## src/rtl/room_transition_ctrl_if.sv

```systemverilog
// Bundles the door/loader/fade signals exchanged between room_transition_ctrl (slave)
// and the surrounding game logic (master).
interface room_transition_ctrl_if;
  logic       frame_tick;
  logic [2:0] door_hit;
  logic       load_done;
  logic [2:0] doorcode_out;
  logic       load_start;
  logic       freeze;
  logic [3:0] fade_level;
  logic [2:0] spawn_side;
  logic       busy;
  logic       load_err;

  modport master (
    output frame_tick, door_hit, load_done,
    input  doorcode_out, load_start, freeze, fade_level, spawn_side, busy, load_err
  );

  modport slave (
    input  frame_tick, door_hit, load_done,
    output doorcode_out, load_start, freeze, fade_level, spawn_side, busy, load_err
  );
endinterface

```

## src/rtl/room_transition_ctrl.sv

```systemverilog
// Room-change sequencer: door hit -> freeze/fade out -> one-frame doorcode + loader kick -> fade in.
// Define ROOM_FADE_EN to enable fade sequencing; otherwise fade_level stays at full brightness.
module room_transition_ctrl #(
  parameter int unsigned COOLDOWN_FRAMES = 30,
  parameter int unsigned LOAD_TIMEOUT    = 60
) (
  input  logic                 Clk,
  input  logic                 Reset,
  room_transition_ctrl_if.slave rt
);

  localparam int unsigned CNT_W  = 6;
  localparam int unsigned FADE_W = 4;

  typedef enum logic [2:0] {
    IDLE, FADE_OUT, COMMIT, LOAD, FADE_IN, COOLDOWN
  } state_t;

  state_t             state;
  logic [CNT_W-1:0]   frame_cnt;
  logic [2:0]         doorcode_q;
  logic               load_start_q;
  logic               freeze_q;
  logic [FADE_W-1:0]  fade_q;
  logic [2:0]         spawn_q;
  logic               load_err_q;
`ifdef ROOM_FADE_EN
  logic [2:0]         door_q;
`endif

  logic             valid_hit;
  logic [CNT_W-1:0] cnt_next;
  logic             load_timeout;

  assign valid_hit    = (rt.door_hit >= 3'd1) && (rt.door_hit <= 3'd4);
  assign cnt_next     = frame_cnt + CNT_W'(1);
  assign load_timeout = rt.frame_tick && (cnt_next == CNT_W'(LOAD_TIMEOUT));

  // Player reappears at the door opposite to the one entered.
  function automatic logic [2:0] opposite(input logic [2:0] d);
    case (d)
      3'd1:    opposite = 3'd2;
      3'd2:    opposite = 3'd1;
      3'd3:    opposite = 3'd4;
      3'd4:    opposite = 3'd3;
      default: opposite = 3'd0;
    endcase
  endfunction

  always_ff @(posedge Clk) begin
    if (Reset) begin
      state        <= IDLE;
      frame_cnt    <= '0;
      doorcode_q   <= 3'd0;
      load_start_q <= 1'b0;
      freeze_q     <= 1'b0;
      fade_q       <= 4'd15;
      spawn_q      <= 3'd0;
      load_err_q   <= 1'b0;
`ifdef ROOM_FADE_EN
      door_q       <= 3'd0;
`endif
    end else begin
      load_start_q <= 1'b0;
      case (state)
        IDLE: begin
          if (rt.frame_tick && valid_hit) begin
            spawn_q  <= opposite(rt.door_hit);
            freeze_q <= 1'b1;
`ifdef ROOM_FADE_EN
            door_q   <= rt.door_hit;
            state    <= FADE_OUT;
`else
            doorcode_q <= rt.door_hit;
            state      <= COMMIT;
`endif
          end
        end
`ifdef ROOM_FADE_EN
        FADE_OUT: begin
          if (rt.frame_tick) begin
            if (fade_q != 4'd0) fade_q <= fade_q - 4'd1;
            if (fade_q <= 4'd1) begin
              doorcode_q <= door_q;
              state      <= COMMIT;
            end
          end
        end
`endif
        // Code is held for a whole frame so a vsync-clocked consumer sees it exactly once.
        COMMIT: begin
          if (rt.frame_tick) begin
            doorcode_q   <= 3'd0;
            load_start_q <= 1'b1;
            frame_cnt    <= '0;
            state        <= LOAD;
          end
        end
        LOAD: begin
          if (rt.load_done || load_timeout) begin
            if (!rt.load_done) load_err_q <= 1'b1;
`ifdef ROOM_FADE_EN
            state     <= FADE_IN;
`else
            freeze_q  <= 1'b0;
            frame_cnt <= '0;
            state     <= COOLDOWN;
`endif
          end else if (rt.frame_tick) begin
            frame_cnt <= cnt_next;
          end
        end
`ifdef ROOM_FADE_EN
        FADE_IN: begin
          if (rt.frame_tick) begin
            if (fade_q != 4'd15) fade_q <= fade_q + 4'd1;
            if (fade_q >= 4'd14) begin
              freeze_q  <= 1'b0;
              frame_cnt <= '0;
              state     <= COOLDOWN;
            end
          end
        end
`endif
        COOLDOWN: begin
          if (rt.frame_tick) begin
            if (cnt_next == CNT_W'(COOLDOWN_FRAMES)) begin
              frame_cnt <= '0;
              state     <= IDLE;
            end else begin
              frame_cnt <= cnt_next;
            end
          end
        end
        default: state <= IDLE;
      endcase
    end
  end

  assign rt.doorcode_out = doorcode_q;
  assign rt.load_start   = load_start_q;
  assign rt.freeze       = freeze_q;
  assign rt.fade_level   = fade_q;
  assign rt.spawn_side   = spawn_q;
  assign rt.load_err     = load_err_q;
  assign rt.busy         = (state != IDLE);

endmodule

```

## src/flat_wrapper.sv

```systemverilog
// flat-port wrapper written by rule: the top's interface ports become plain ports
module room_transition_ctrl_flat 
#(
  parameter int unsigned COOLDOWN_FRAMES = 30,
  parameter int unsigned LOAD_TIMEOUT    = 60
)
  (Clk, Reset, rt_frame_tick, rt_door_hit, rt_load_done, rt_doorcode_out, rt_load_start, rt_freeze, rt_fade_level, rt_spawn_side, rt_busy, rt_load_err);
  room_transition_ctrl_if rt_i ();
  input  logic Clk;
  input  logic Reset;
  input wire logic [$bits(rt_i.frame_tick)-1:0] rt_frame_tick;
  input wire logic [$bits(rt_i.door_hit)-1:0] rt_door_hit;
  input wire logic [$bits(rt_i.load_done)-1:0] rt_load_done;
  output wire logic [$bits(rt_i.doorcode_out)-1:0] rt_doorcode_out;
  output wire logic [$bits(rt_i.load_start)-1:0] rt_load_start;
  output wire logic [$bits(rt_i.freeze)-1:0] rt_freeze;
  output wire logic [$bits(rt_i.fade_level)-1:0] rt_fade_level;
  output wire logic [$bits(rt_i.spawn_side)-1:0] rt_spawn_side;
  output wire logic [$bits(rt_i.busy)-1:0] rt_busy;
  output wire logic [$bits(rt_i.load_err)-1:0] rt_load_err;
  assign rt_i.frame_tick = rt_frame_tick;
  assign rt_i.door_hit = rt_door_hit;
  assign rt_i.load_done = rt_load_done;
  assign rt_doorcode_out = rt_i.doorcode_out;
  assign rt_load_start = rt_i.load_start;
  assign rt_freeze = rt_i.freeze;
  assign rt_fade_level = rt_i.fade_level;
  assign rt_spawn_side = rt_i.spawn_side;
  assign rt_busy = rt_i.busy;
  assign rt_load_err = rt_i.load_err;
  room_transition_ctrl #(.COOLDOWN_FRAMES(COOLDOWN_FRAMES), .LOAD_TIMEOUT(LOAD_TIMEOUT)) u_core (.Clk(Clk), .Reset(Reset), .rt(rt_i));
endmodule
```

## config.mk

```make
export PLATFORM = sky130hd
export DESIGN_NAME = room_transition_ctrl_flat
export DESIGN_NICKNAME = d
export VERILOG_FILES = /design/src/rtl/room_transition_ctrl_if.sv /design/src/rtl/room_transition_ctrl.sv /design/src/flat_wrapper.sv
export SDC_FILE = /design/constraint.sdc
export NUM_CORES = 1
export LEC_CHECK = 0
export CAP_MARGIN = 0
export CELL_PAD_IN_SITES_DETAIL_PLACEMENT = 1
export CELL_PAD_IN_SITES_GLOBAL_PLACEMENT = 1
export CORE_MARGIN = 2
export CORE_UTILIZATION = 34
export DETAILED_ROUTE_END_ITERATION = 12
export HOLD_SLACK_MARGIN = 0.08
export PLACE_DENSITY_LB_ADDON = 0.15
export SLEW_MARGIN = 20
export SYNTH_ARGS = -nofsm -noshare
export SYNTH_HDL_FRONTEND = slang
export SYNTH_SLANG_ARGS = --single-unit
```

## constraint.sdc

```tcl
create_clock -name Clk -period 1.85 [get_ports Clk]
set_input_delay 0.37 -clock Clk [delete_from_list [all_inputs] [get_ports Clk]]
set_output_delay 0.37 -clock Clk [all_outputs]
set_load 0.01 [all_outputs]
```

==> flow_metrics.tcl, run 1 <==
set metrics [dict create \
    drive_gt1_frac 0.333 \
    slowest_delay_ns 0.37 \
    layout.nets 186 \
    io_buffers 16 \
    postSynthCellCount 135 \
    rsz0062_at_grt "true" \
    clock.fmax_ghz 0.505 \
    place_area_sq_um 1410 \
    critPathRequiredTime_ns 2.03 \
    die_h_um 60.9 \
    fin_skew_ns 0.00888 \
    vdd.ir_drop.worst_mv 0.343 \
    crit_path_max_fanout 7 \
    final_area_sq_um 1610 \
    vias 1078 \
    ys_ff_latch 18 \
    synth_area_leaders "dfxtp_1 33%, a21oi_1 6.4%, nor2_1 4.8%" \
    fin_util 0.526 \
    die-area_sq_um 3710 \
    slew_violations 0 \
    setup.worst_path.start_class "flop" \
    cts_tree "yes" \
    timing.final.crit_share 1.07 \
    layout_commonest_cell "buf_4" \
    vias_per_cell 4.94 \
    grt_usage 0.195 \
    finalCriticalPeriod_ns 1.98 \
    grt_pass1_wl_mm 5.29 \
    final_cell_mix "23 x buf_4, 15 x clkdlybuf4s50_1, 15 x dfxtp_1, 13 x nand2_1, 13 x a21oi_1" \
    grt_pass1_vias 1146 \
    cp_slowest_cell "dfxtp_4" \
    synth_area_per_cell_sq_um 8.15 \
    num_antenna_cells 0 \
    remaining_drc_errors 0 \
    dp_slack_ns -0.343 \
    synth_area_sq_um 1100 \
    clk_pin_slew_ns 0.10 \
    r2r_slack_ns -0.13 \
    arrival_ns 2.17 \
    dr.pass1.iters 2 \
    cts_hold_buf 0 \
    antenna_left 0 \
    cts_sinks 18 \
    drv_cap 0 \
    gp_congestion 0.720 \
    setup_tns_ns -0.727 \
    place_hpwl_mm 2.35 \
    layout_setup_ws_ns -0.132 \
    ioPinCount 21 \
    power.leakage_nw 0.597 \
    num_rows 20 \
    clk_latency_ns 0.29 \
    h-tree-depth 1 \
    cts_buffer_depth 2 \
    path_class "flop to flop" \
    yosysTopAreaCell "dfxtp_1" \
    crit_buf_inv 3 \
    antenna_found_initial 0 \
    cts_buffers 3 \
    grt-ovfl-total 0 \
    drt_iter0_drc 12 \
    finalSetupViolCount 9 \
    die_w_um 60.9 \
    hold_viol 0 \
    grt_max_degree 13 \
    start_util 0.360 \
    wl_per_cell_um 14.3 \
    cp_top_family "compound AO/OA/AOI/OAI gates" \
    status "complete, but fails checks" \
    crit_path_end_kind "flop" \
    power_density_nw_per_um2 470 \
    min_path_type "flop to flop" \
    area_growth_pct 46.0 \
    drt_wl_total_mm 3.12 \
    ys_seq_area_frac 0.328 \
    clock-root-buffer "clkbuf_4" \
    synthDistinctLibCells 41 \
    crit_path_cell_trace "buf_6 > inv_4 > ha_4 > or2b_4 > mux2i_2 > o2111ai_2 > o311ai_4 > buf_4 > nor2_2 > a32o_1" \
    whs_ns 0.473 \
    core_area_sq_um 3050 \
    ys_warn_count 0 \
    violations "negative setup slack" \
    synth_top_area_share 0.328 \
]
[state kept, by name, summed over array words and instances, names as in the netlist]
register,count
u_core.frame_cnt,6
u_core.state,3
u_core.rt.load_start,1
u_core.rt.spawn_side,3
u_core.rt.freeze,1
u_core.rt.doorcode_out,3
u_core.rt.load_err,1
[worst paths after layout]
path | from | endpoint | cells after the start
worst max-delay path | u_core.frame_cnt[1] | u_core.frame_cnt[2] | 10
worst min register to register | u_core.rt.load_err | u_core.rt.load_err | 2
worst min-delay path | u_core.rt.load_err | u_core.rt.load_err | 2
worst max register to register | u_core.frame_cnt[1] | u_core.frame_cnt[2] | 10
[report_power, final]
| part | switching [mW] | internal [mW] |
|---|---|---|
| logic | 0.0743 | 0.0796 |
| clock network | 0.116 | 0.0756 |
| registers | 0.0124 | 0.396 |
| total | 0.203 | 0.551 |
[worst min-delay path, stage by stage (launching register included)]
cell and delay (ns):
dfxtp_1 0.33, inv_1 0.05, a21oi_1 0.05
[per-stage QoR]
step,power [mW],std cells
final,0.754,218
after global routing,0.805,218
after CTS,0.765,216
after detailed placement,0.566,207
after global placement,0.563,207
after floorplan,0.494,138
[synthesized netlist by cell type, drive strengths merged]
library cell / number
a21bo: 2
a21boi: 2
a21o: 1
a21oi: 16
a31oi: 2
a32o: 1
and2: 1
and2b: 2
and3: 1
and4: 1
buf: 7
clkbuf: 3
conb: 1
dfxtp: 18
ha: 3
inv: 6
mux2i: 1
nand2: 13
nand2b: 2
nand3: 6
nand3b: 3
nand4: 3
nor2: 14
nor3: 4
nor4bb: 1
o2111ai: 1
o21a: 1
o21ai: 4
o21ba: 1
o311ai: 1
or2b: 2
or3: 5
xnor2: 5
xor2: 1
[metal layers]
metal  routed length (um)  up-vias  GRT usage
met4                   15        0     0.0683
met1                 1300      526      0.222
met5                    0        -          0
met2                 1720       15      0.369
li1                     -      535          -
met3                   80        2     0.0235
[what timing repair did]
action | in CTS | in global routing
pin swaps | 13 | 14
cloned | 0 | 0
resized for setup | 20 | 13
setup endpoints to repair | 10 | 12
setup buffers | 6 | 2
[cell families (layout without fill, tap and decap cells)]
group	count (synthesis)	in the layout	synth area share
AO/OA/AOI/OAI	32	32	0.228
AND/OR/NAND/NOR	58	58	0.274
flip-flops	18	18	0.328
buffers and inverters	16	52	0.0762
adder cells (fa/ha/maj)	3	3	0.0341
XOR/XNOR	6	6	0.0478
other	1	4	0.00341
multiplexers	1	1	0.00910
[cell type report]
| type | count | area [sq um] |
|---|---|---|
| fillers | 384 | 1450 |
| multi-input cells | 104 | 751 |
| repair buffers | 43 | 380 |
| flip-flops and latches | 18 | 372 |
| well taps | 44 | 55.1 |
| inverters | 6 | 25.0 |
| clock buffers | 3 | 22.5 |
(Power assumes the default switching activity.)
==> run 2, diff against run 1 <==
CTS_CLUSTER_SIZE = 16   (was unset)
==> results of run 2 <==
No change in the layout: final DEF, timing and power equal those of run 1.
